$ cat src/rtl/ddr_arbiter_pkg.sv
// rtl/ddr_arbiter_pkg.sv - shared state encoding and burst-length helper for ddr_arbiter
package ddr_arbiter_pkg;

    typedef enum logic [1:0] {
        IDLE,
        CMD,
        READ,
        WRITE
    } arb_state_t;

    localparam int LEN_W = 16;

    // A zero burst length still moves one beat on the DDR side.
    function automatic logic [LEN_W-1:0] eff_len(input logic [LEN_W-1:0] len);
        return (len == '0) ? LEN_W'(1) : len;
    endfunction

endpackage

$ cat src/rtl/ddr_arbiter_rr.sv
// rtl/ddr_arbiter_rr.sv - two-way round-robin pick between requesting ports
module ddr_arbiter_rr (
    input  logic [1:0] req,
    input  logic       last,
    output logic       owner
);

    always_comb begin
        owner = 1'b0;
        case (req)
            2'b10:   owner = 1'b1;
            2'b11:   owner = ~last;
            default: owner = 1'b0;
        endcase
    end

endmodule

$ cat src/rtl/ddr_arbiter.sv
// rtl/ddr_arbiter.sv - burst-serialising two-port arbiter in front of the DDR3 Avalon port
module ddr_arbiter
    import ddr_arbiter_pkg::*;
#(
    parameter int ADDR_WIDTH  = 32,
    parameter int DATA_WIDTH  = 64,
    parameter int BURST_WIDTH = 8
) (
    input  logic                    clk,
    input  logic                    rst_n,
    input  logic                    in0_rd,
    input  logic                    in0_wr,
    input  logic [ADDR_WIDTH-1:0]   in0_addr,
    input  logic [BURST_WIDTH-1:0]  in0_burstLength,
    input  logic [DATA_WIDTH/8-1:0] in0_mask,
    input  logic [DATA_WIDTH-1:0]   in0_din,
    output logic                    in0_waitReq,
    output logic                    in0_valid,
    output logic [DATA_WIDTH-1:0]   in0_dout,
    input  logic                    in1_rd,
    input  logic                    in1_wr,
    input  logic [ADDR_WIDTH-1:0]   in1_addr,
    input  logic [BURST_WIDTH-1:0]  in1_burstLength,
    input  logic [DATA_WIDTH/8-1:0] in1_mask,
    input  logic [DATA_WIDTH-1:0]   in1_din,
    output logic                    in1_waitReq,
    output logic                    in1_valid,
    output logic [DATA_WIDTH-1:0]   in1_dout,
    output logic                    ddr_rd,
    output logic                    ddr_wr,
    output logic [ADDR_WIDTH-1:0]   ddr_addr,
    output logic [BURST_WIDTH-1:0]  ddr_burstLength,
    output logic [DATA_WIDTH/8-1:0] ddr_mask,
    output logic [DATA_WIDTH-1:0]   ddr_din,
    input  logic                    ddr_waitReq,
    input  logic                    ddr_valid,
    input  logic [DATA_WIDTH-1:0]   ddr_dout
);

    localparam int LW = BURST_WIDTH + 1;

    arb_state_t state_q, state_d;
    logic       owner_q, owner_d;
    logic       last_q, last_d;
    logic [LW-1:0] beats_q, beats_d;
    logic [LW-1:0] len_q, len_d;

    logic [1:0] req;
    logic       rr_owner;

    logic                    own_rd;
    logic                    own_wr;
    logic [ADDR_WIDTH-1:0]   own_addr;
    logic [BURST_WIDTH-1:0]  own_bl;
    logic [DATA_WIDTH/8-1:0] own_mask;
    logic [DATA_WIDTH-1:0]   own_din;
    logic [LW-1:0]           own_len;
    logic                    own_wait;
    logic                    own_valid;

    assign req = {in1_rd | in1_wr, in0_rd | in0_wr};

    ddr_arbiter_rr u_rr (
        .req   (req),
        .last  (last_q),
        .owner (rr_owner)
    );

    // Every mux keys off the registered owner so grants cannot glitch mid-burst.
    assign own_rd   = owner_q ? in1_rd          : in0_rd;
    assign own_wr   = owner_q ? in1_wr          : in0_wr;
    assign own_addr = owner_q ? in1_addr        : in0_addr;
    assign own_bl   = owner_q ? in1_burstLength : in0_burstLength;
    assign own_mask = owner_q ? in1_mask        : in0_mask;
    assign own_din  = owner_q ? in1_din         : in0_din;
    assign own_len  = LW'(eff_len(LEN_W'(own_bl)));

    always_comb begin
        state_d         = state_q;
        owner_d         = owner_q;
        last_d          = last_q;
        beats_d         = beats_q;
        len_d           = len_q;
        ddr_rd          = 1'b0;
        ddr_wr          = 1'b0;
        ddr_addr        = '0;
        ddr_burstLength = '0;
        ddr_mask        = '0;
        ddr_din         = '0;
        own_wait        = 1'b1;
        own_valid       = 1'b0;
        case (state_q)
            IDLE: begin
                if (|req) begin
                    owner_d = rr_owner;
                    state_d = CMD;
                end
            end
            CMD: begin
                ddr_wr          = own_wr;
                ddr_rd          = own_rd & ~own_wr;
                ddr_addr        = own_addr;
                ddr_burstLength = own_bl;
                ddr_mask        = own_mask;
                ddr_din         = own_din;
                own_wait        = ddr_waitReq;
                if (!(own_rd | own_wr)) begin
                    state_d = IDLE;
                end else if (!ddr_waitReq) begin
                    last_d = owner_q;
                    len_d  = own_len;
                    if (!own_wr) begin
                        state_d = READ;
                        beats_d = '0;
                    end else if (own_len == LW'(1)) begin
                        state_d = IDLE;
                    end else begin
                        state_d = WRITE;
                        beats_d = LW'(1);
                    end
                end
            end
            READ: begin
                own_valid = ddr_valid;
                if (ddr_valid) begin
                    beats_d = beats_q + LW'(1);
                    if (beats_d == len_q) state_d = IDLE;
                end
            end
            WRITE: begin
                ddr_wr          = own_wr;
                ddr_addr        = own_addr;
                ddr_burstLength = own_bl;
                ddr_mask        = own_mask;
                ddr_din         = own_din;
                own_wait        = ddr_waitReq;
                if (own_wr && !ddr_waitReq) begin
                    beats_d = beats_q + LW'(1);
                    if (beats_d == len_q) state_d = IDLE;
                end
            end
            default: state_d = IDLE;
        endcase
    end

    always_ff @(posedge clk or negedge rst_n) begin
        if (!rst_n) begin
            state_q <= IDLE;
            owner_q <= 1'b0;
            last_q  <= 1'b1;
            beats_q <= '0;
            len_q   <= '0;
        end else begin
            state_q <= state_d;
            owner_q <= owner_d;
            last_q  <= last_d;
            beats_q <= beats_d;
            len_q   <= len_d;
        end
    end

    assign in0_waitReq = owner_q ? 1'b1 : own_wait;
    assign in1_waitReq = owner_q ? own_wait : 1'b1;
    assign in0_valid   = ~owner_q & own_valid;
    assign in1_valid   = owner_q & own_valid;
    assign in0_dout    = ddr_dout;
    assign in1_dout    = ddr_dout;

endmodule
$ cat config.mk
export PLATFORM = sky130hd
export DESIGN_NAME = ddr_arbiter
export DESIGN_NICKNAME = d
export VERILOG_FILES = /design/src/rtl/ddr_arbiter_pkg.sv /design/src/rtl/ddr_arbiter_rr.sv /design/src/rtl/ddr_arbiter.sv
export SDC_FILE = /design/constraint.sdc
export NUM_CORES = 1
export LEC_CHECK = 0
export ABC_AREA = 1
export CORE_AREA = 5 5 209 211
export DETAILED_ROUTE_END_ITERATION = 6
export DIE_AREA = 0 0 214 216
export SETUP_SLACK_MARGIN = 0.05
export SYNTH_ARGS = -nofsm -noshare
export SYNTH_HDL_FRONTEND = slang
export SYNTH_SLANG_ARGS = --single-unit
$ cat constraint.sdc
create_clock -name clk -period 2.05 [get_ports clk]
set_input_delay 0.3075 -clock clk [delete_from_list [all_inputs] [get_ports clk]]
set_output_delay 0.3075 -clock clk [all_outputs]
set_load 0.01 [all_outputs]
; ---- Word level (Yosys, flattened, before mapping)
; Index checks and enable logic that the tools add are counted.
; Widths: inputs -> output; s select.
[totals]
ff_bits = 22
out_inout_bits = 246
[classes]
n_addsub = 1
eq_ne = 14
bitwise_logic = 10
muxes = 34
reduce_logical = 11
[op_table]
columns = op, n
row1 = $mux 64, 2
row2 = $mux 32, 2
row3 = $mux 9, 6
row4 = $mux 8, 5
row5 = $pmux 9 s3, 1
row6 = $mux 2, 8
row7 = $ne 2x2->1 const B, 5
row8 = $add 9x1->9 const B, 1
row9 = $eq 9x9->1, 1
row10 = $eq 2x2->1 const B, 4
row11 = $eq 8x1->1 const B, 1
row12 = $logic_not 8->1, 1
row13 = $mux 1, 8
row14 = $pmux 2 s4, 1
row15 = $ne 3x3->1 const B, 2
row16 = $reduce_and 6->1, 1
row17 = $not 1->1, 4
row18 = $reduce_and 4->1, 1
row19 = $reduce_or 2->1, 2
row20 = $and 1x1->1, 3
row21 = $or 1x1->1, 3
row22 = $reduce_and 3->1, 1
row23 = $reduce_bool 3->1, 1
row24 = $eq 2x1->1 const B, 1
row25 = other kinds (5), 5

; ---- Logic depth before layout (Yosys ltp)
; Gate-level depths: netlist (run 1).
[depth]
word_depth = 9
depth_mapped = 14

; ---- By module
; From an unflattened synthesis (run 1), not the netlist that was laid out.
[hier_totals]
hier_cells = 713
area_unflattened_um2 = 3987.6
[by_module_without_submodules]
columns = module, n_inst, area_per_inst_um2, seq_area_each_um2, cells_each
row1 = ddr_arbiter, 1, 3975.1, 526.8, 711
row2 = ddr_arbiter_rr, 1, 12.5, 0.0, 2

; ---- Worst setup path after synthesis (run 1)
; No wires, ideal clock.
[synth_timing]
path_type = reg-to-output
startpoint = register owner_q
endpoint = output port ddr_addr[0]
required_time_ns = 1.742
path_buffers = 4
path_slack_ns = 0.371
stages_incl_launch_ff = 8
arrival_ns = 1.372
path_cell_list = dfrtp_1 > buf_6 > inv_4 > buf_6 > buf_2 > clkbuf_1 > nor2_1 > nor2_1
[synth_via]
elab_chain_len = 2
[synth_lines]
columns = element, line
row1 = start: declaration, ddr_arbiter.sv:43  ; logic owner_q, owner_d;
row2 = start signal: assignment, ddr_arbiter.sv:155  ; owner_q <= owner_d;
row3 = $mux 32, ddr_arbiter.sv:72  ; assign own_addr = owner_q ? in1_addr : in0_addr;
row4 = $mux 32, ddr_arbiter.sv:92  ; case (state_q)
row5 = end: declaration, ddr_arbiter.sv:31  ; output logic [ADDR_WIDTH-1:0] ddr_addr,
; No other way between the ends.

; ---- Worst setup path after layout (run 1)
[layout_timing]
startpoint = register owner_q
endpoint = register beats_q[7]
[layout_via]
elab_chain_len = 6
elab_cells_between_ends = 16
classes_between = eq/ne: 4 / mux: 8 / bitwise: 1 / reduce/logical: 3
[layout_lines]
columns = element, line
row1 = $mux 8, ddr_arbiter.sv:73  ; assign own_bl = owner_q ? in1_burstLength : in0_burstLength;
row2 = $logic_not 8->1, ddr_arbiter_pkg.sv:15  ; return (len == '0) ? LEN_W'(1) : len;
row3 = $mux 8, ddr_arbiter_pkg.sv:15
row4 = $eq 8x1->1, ddr_arbiter.sv:115  ; end else if (own_len == LW'(1)) begin
row5 = $ne 3x3->1 (no source line), -
row6 = $reduce_and 6->1 (no source line), -
row7 = end signal: assignment, ddr_arbiter.sv:157  ; beats_q <= beats_d;
row8 = end: declaration, ddr_arbiter.sv:45  ; logic [LW-1:0] beats_q, beats_d;
; Several ways; a longest one is shown, not always the timed one. The select of a mux whose other input is x is not followed.
; A chain may end at the register's enable or synchronous reset.

==> results.json, run 1 <==
{
  "status": "finished clean",
  "final.setup.worst_slack_ns": 0.0152,
  "setup.worst_path.start": "owner_q",
  "endpoint_kind": "flip-flop",
  "pin_count": 542,
  "clkSinkCount": 21,
  "cp_common_cell": "buf_6",
  "cp_max_fo": 9,
  "ys_types": 33,
  "grt_setup_unrepaired": "yes",
  "start_util_pct": 9.54,
  "grt_max_degree": 62,
  "core-area_um2": 41600,
  "criticalPathCategory": "reg2reg",
  "clock_power_share_pct": 4.7,
  "synth-seq-cells": 21,
  "ys_async_sr_fraction_pct": 100,
  "slew_headroom_pct": 75.6,
  "start_kind": "flip-flop",
  "post-dp-hpwl_mm": 21.7,
  "synth_mux_area_share_pct": 0.757,
  "tritoncts": "yes",
  "combPwrFrac_pct": 87.0,
  "firstDrtPassIters": 6,
  "clockRootBuffer": "clkbuf_16",
  "grt_overflow": 0,
  "sequentialPowerShare_pct": 8.3,
  "io_buffers": 349,
  "die_x_um": 214,
  "die_y_um": 216,
  "synth_compound_area_share_pct": 18.0,
  "fmax_mhz": 491,
  "post-place-ws_ns": -0.196,
  "syn_area_um2": 3970,
  "numCtsBuffers": 3,
  "drive_above_1_share_pct": 28.2,
  "intPower_mw": 4.31,
  "clock_latency_ns": 0.26,
  "crit_required_ns": 2.19,
  "hold_viol": 0,
  "gp_congestion": 0.840,
  "clk_pin_slew_ns": 0.06,
  "htree_num_levels": 1,
  "synth_simple_gate_area_share_pct": 35.9,
  "worst_clock_skew_ns": 0.00287,
  "dieArea_um2": 46200,
  "final_nets": 1262,
  "path_cells": "buf_6, buf_6, or2_1, o21ai_2, nand2_2, nor3_4, nand3_4, nand2_8, o21ai_1",
  "arrival_ns": 2.18,
  "max_slew.worst_pin.slew_ns": 0.366,
  "synthesis.nets": 1010,
  "ys_seq_area_share_pct": 13.3,
  "first_global_vias": 5707,
  "yosysWarnings": 0,
  "r2r_start": "owner_q",
  "drt-total-wl_mm": 29.0,
  "synth_ff_type": "dfrtp_1",
  "slew_viol_final": 0,
  "synth_xor_area_share_pct": 0.442,
  "ant_nets": 0,
  "synth_cells": 713,
  "setup_viol_count_final": 0,
  "ctsHoldBuffers": 0,
  "synth.avg_cell_area_um2": 5.56,
  "total_power_mw": 8.95,
  "syn_to_final_growth_pct": 101,
  "vias": 5618,
  "grt_usage_pct": 10.9,
  "synth_edf_count": 0,
  "powerDensity_nw_per_um2": 1120,
  "power_switching_mw": 4.64,
  "ir_drop_mv": 0.462,
  "hold_slack_ns": 0.404,
  "drtIter0Drc": 252,
  "crit_slowest_cell": "dfrtp_4",
  "hold_class": "in2async",
  "grt_first_pass_wirelength_mm": 37.8,
  "min_period_ns": 2.03,
  "sw_frac_of_total_pct": 51.8,
  "setup_tns_ns": 0,
  "maxCapViolCount": 0,
  "p_leak_nw": 3.32,
  "critical_path.top_delay_family": "simple AND/OR/NAND/NOR gates",
  "cp_slowest_stage_delay_ns": 0.55,
  "antenna_found_initial": 8,
  "rows": 75,
  "drc": 0,
  "fin_util_pct": 19.2,
  "synthAdderAreaFrac_pct": 0.315,
  "clk_path_buf_depth": 2,
  "via_per_inst": 3.73,
  "period_share_pct": 99.3,
  "synth_top_family_by_area": "simple AND/OR/NAND/NOR gates",
  "r2r_slack_ns": 0.02,
  "critPathBufInv": 2,
  "wire_per_inst_um": 19.3
}
-- per-layer routing --
layer	GRT usage, %	vias up	wire, µm
met5	0.938	-	56
met4	3.09	2	907
met3	4.30	54	2960
met2	19.2	402	14300
met1	12.1	2507	10800
li1	-	2653	-
-- stage by stage --
stage	std cells	instance area (µm²)
floorplan	713	3970
CTS	1490	7710
detailed placement	1465	7340
global placement	1465	7340
finish	1506	7970
global route	1503	7960
-- state kept, by name, summed over array words and instances, names as in the netlist --
signal / flops
beats_q: 9
state_q: 2
last_q: 1
len_q: 8
owner_q: 1
-- cells by family after synthesis --
logic type / Yosys count
AND/OR/NAND/NOR: 353
buffers and inverters: 195
AO/OA/AOI/OAI: 138
flip-flops: 21
multiplexers: 3
XOR/XNOR: 2
adder cells (fa/ha/maj): 1
-- cells in the mapped netlist (all sizes together) (2+ instances only) --
cell type | number | share of area (%)
o21ai | 130 | 17
nor3 | 2 | 0.50
nand2 | 77 | 7.5
nand3 | 28 | 3.7
clkbuf | 32 | 3.0
buf | 137 | 26
a21oi | 3 | 0.38
dfrtp | 20 | 13
inv | 26 | 2.5
mux2i | 3 | 0.76
or2 | 5 | 0.79
nor2 | 238 | 23
o22ai | 2 | 0.32
nand3b | 3 | 0.57
-- timing repair --
item                       4_1_cts  5_1_grt
setup buffers                   13       10
setup endpoints to repair      127      114
gates cloned                     8        7
pin swaps                        7       40
gates resized for setup        338      254
-- placed cells by master (no fill, tap or decap), types with 3 or more instances in the layout --
cell             count
o21ai_4              6
o21ai_2             39
buf_4               33
buf_16               8
a21oi_1              3
nor2_2              16
nor2_4              10
nand2_1             60
buf_6               13
buf_12               6
nand3_1             25
inv_1               20
diode_2              3
dfrtp_1             18
inv_2                5
nor2_1             212
nand3b_1             3
nand2_4              3
o21ai_1             52
buf_2               45
clkbuf_2            43
clkdlybuf4s15_1     18
clkdlybuf4s50_1    231
dlygate4sd2_1        6
nand2_2             14
clkdlybuf4s15_2      5
or2_1                4
o21ai_0             33
clkbuf_16            8
-- area by class of cell --
| class | count | area, µm² |
|---|---|---|
| diodes | 3 | 7.51 |
| clock buffers | 3 | 75.1 |
| repair buffers | 414 | 3920 |
| inverters | 26 | 105 |
| multi-input cells | 499 | 2650 |
| fillers | 4719 | 33600 |
| well taps | 539 | 674 |
| clock inverters | 1 | 5.00 |
| flip-flops and latches | 21 | 534 |
-- path summary, 6_finish.rpt --
kind                              endpoint  depth (start not counted)
worst max-delay path            beats_q[7]                          9
min in group clk                    last_q                          2
worst max register to register  beats_q[7]                          9
worst min register to register      last_q                          2
worst min-delay path            beats_q[7]                          2
max in group asynchronous           last_q                          2
-- power by group through the flow --
stage,registers (mW),logic (mW),clock network (mW)
floorplan,0.653,3.14,0
global placement,0.732,6.16,0
detailed placement,0.737,6.19,0
CTS,0.730,7.01,0.435
global route,0.761,8.40,0.446
finish,0.742,7.79,0.423
No activity file was read; power rests on OpenSTA's default activity.
==> inputs of run 2 (changes only) <==
--- a/config.mk
+++ b/config.mk
@@ -6,9 +6,9 @@
 export NUM_CORES = 1
 export LEC_CHECK = 0
 export ABC_AREA = 1
-export CORE_AREA = 5 5 209 211
+export CORE_AREA = 5 5 205 207
 export DETAILED_ROUTE_END_ITERATION = 6
-export DIE_AREA = 0 0 214 216
+export DIE_AREA = 0 0 210 212
 export SETUP_SLACK_MARGIN = 0.05
 export SYNTH_ARGS = -nofsm -noshare
 export SYNTH_HDL_FRONTEND = slang
==> constraint.sdc (replaced) <==
create_clock -name clk -period 1.75 [get_ports clk]
set_input_delay 0.2625 -clock clk [delete_from_list [all_inputs] [get_ports clk]]
set_output_delay 0.2625 -clock clk [all_outputs]
set_load 0.01 [all_outputs]
==> results.json, run 2 (synthesis results as in run 1) <==
{
  "critical_path.top_delay_family": "buffers and inverters",
  "vias": 5858,
  "nFillCells": 4525,
  "clockRootBuffer": "clkbuf_16",
  "worst_clock_skew_ns": 0.00222,
  "ir_drop_mv": 0.661,
  "hold_viol": 0,
  "grt_usage_pct": 13.4,
  "clock_latency_ns": 0.26,
  "path_cells": "buf_12, buf_4, buf_6, buf_16, buf_12, o21ai_4, nor2_4, buf_12",
  "crit_required_ns": 1.49,
  "setup_viol_count_final": 134,
  "grt_overflow": 0,
  "slew_viol_final": 0,
  "min_period_ns": 2.13,
  "tritoncts": "yes",
  "cp_slowest_stage_delay_ns": 0.55,
  "io_buffers": 349,
  "grt_max_degree": 32,
  "via_per_inst": 3.79,
  "start_kind": "flip-flop",
  "clkSinkCount": 21,
  "status": "complete, but fails checks",
  "final_common_cell": "clkdlybuf4s50_1",
  "criticalPathCategory": "reg2out",
  "r2r_slack_ns": -0.33,
  "firstDrtPassIters": 4,
  "regArea_um2": 534,
  "arrival_ns": 1.86,
  "syn_to_final_growth_pct": 126,
  "drive_above_1_share_pct": 38.9,
  "htree_num_levels": 1,
  "top_register": "beats_q",
  "final_nets": 1306,
  "place_inst": 1471,
  "cp_common_cell": "buf_12",
  "multi_input_area_um2": 2980,
  "core-area_um2": 40200,
  "setup_tns_ns": -28.31,
  "mostFrequentLayoutCells": "231 x clkdlybuf4s50_1, 175 x nor2_1, 95 x buf_2",
  "grt_setup_unrepaired": "yes",
  "pin_count": 542,
  "clk_pin_slew_ns": 0.06,
  "gp_congestion": 0.886,
  "post-dp-hpwl_mm": 25.0,
  "reg_top3": "beats_q (9), len_q (8), state_q (2)",
  "slew_headroom_pct": 75.9,
  "fmax_mhz": 470,
  "antenna_found_initial": 9,
  "drt-total-wl_mm": 33.8,
  "cp_max_fo": 10,
  "grt_first_pass_wirelength_mm": 42.9,
  "final.setup.worst_slack_ns": -0.376,
  "violations": "setup timing",
  "first_global_vias": 5782,
  "period_share_pct": 121,
  "fin_util_pct": 22.3,
  "start_util_pct": 9.87,
  "hold_class": "in2async",
  "dieArea_um2": 44500,
  "largest_reg_flops": 9,
  "rows": 74,
  "clk_path_buf_depth": 2,
  "crit_slowest_cell": "dfrtp_4",
  "die_y_um": 212,
  "maxCapViolCount": 0,
  "p_leak_nw": 3.71,
  "ant_nets": 0,
  "fin_cells": 1544,
  "critPathBufInv": 6,
  "numCtsBuffers": 3,
  "powerDensity_nw_per_um2": 1440,
  "wire_per_inst_um": 21.9,
  "drc": 0,
  "drtIter0Drc": 227,
  "max_slew.worst_pin.slew_ns": 0.362,
  "die_x_um": 210,
  "endpoint_kind": "output port"
}
-- run 2: cell types whose count changed in the layout (fill, tap and decap cells not counted), sizes merged --
cell	change
buf	+101
clkbuf	-42
clkdlybuf4s15	-11
dlygate4sd2	-3
diode	+1
inv	-1
-- run 2: final cells by class --
type | count | area share [%]
Timing Repair Buffer | 458 | 51.1
Multi-Input combinational cell | 499 | 33.2
Tap cell | 532 | 7.44
Sequential cell | 21 | 5.97
Inverter | 26 | 1.26
Clock buffer | 4 | 0.881
Antenna cell | 4 | 0.112
-- run 2: where the power goes --
group | internal (mW) | switching [mW]
registers | 0.669 | 0.189
clock network | 0.311 | 0.191
logic | 5.62 | 5.90
total | 6.60 | 6.28
-- run 2: what timing repair did --
item | CTS | global route
resized for setup | 606 | 203
setup buffers | 24 | 24
endpoints found under the setup margin | 130 | 138
pin swaps | 33 | 43
gates cloned | 17 | 5
hold buffers | 0 | 0
-- run 2: stage by stage --
| stage | worst slack (ns) | area (µm²) | hold slack (ns) | total power [mW] |
|---|---|---|---|---|
| 2_1_floorplan | 0.116 | 3970 | -0.0331 | 4.44 |
| 3_3_place_gp | -0.525 | 7440 | 0.481 | 8.40 |
| 3_5_place_dp | -0.506 | 7440 | 0.497 | 8.42 |
| 4_1_cts | -0.320 | 8320 | 0.375 | 11.6 |
| 5_1_grt | -0.445 | 8950 | 0.402 | 13.8 |
| 6_report | -0.376 | 8950 | 0.363 | 12.9 |
-- run 2: per-layer routing --
| metal | part of all wire [%] | wire (µm) | up-vias | global-route usage [%] |
|---|---|---|---|---|
| li1 | - | - | 2753 | - |
| met1 | 39 | 13200 | 2688 | 16.0 |
| met2 | 49 | 16400 | 369 | 22.2 |
| met3 | 9.4 | 3180 | 44 | 5.16 |
| met4 | 2.8 | 958 | 4 | 4.52 |
| met5 | 0.17 | 59 | - | 0.754 |
-- run 2: worst paths after layout --
| kind | startpoint | end | cells after the start |
|---|---|---|---|
| max | owner_q | ddr_mask[2] | 8 |
| min | rst_n | beats_q[3] | 2 |
| max reg2reg | owner_q | beats_q[4] | 10 |
| min reg2reg | last_q | last_q | 2 |
| max in group asynchronous | rst_n | last_q | 2 |
| min in group clk | last_q | last_q | 2 |
-- run 2: worst register-to-register path: stages, from the launching register on --
cell	delay (ns)
dfrtp_4	0.55
buf_12	0.16
buf_16	0.12
or2_4	0.23
o21ai_4	0.08
nand2_2	0.09
nor3_4	0.28
nand3_4	0.21
nand2_8	0.16
nand2_2	0.05
o21ai_1	0.07
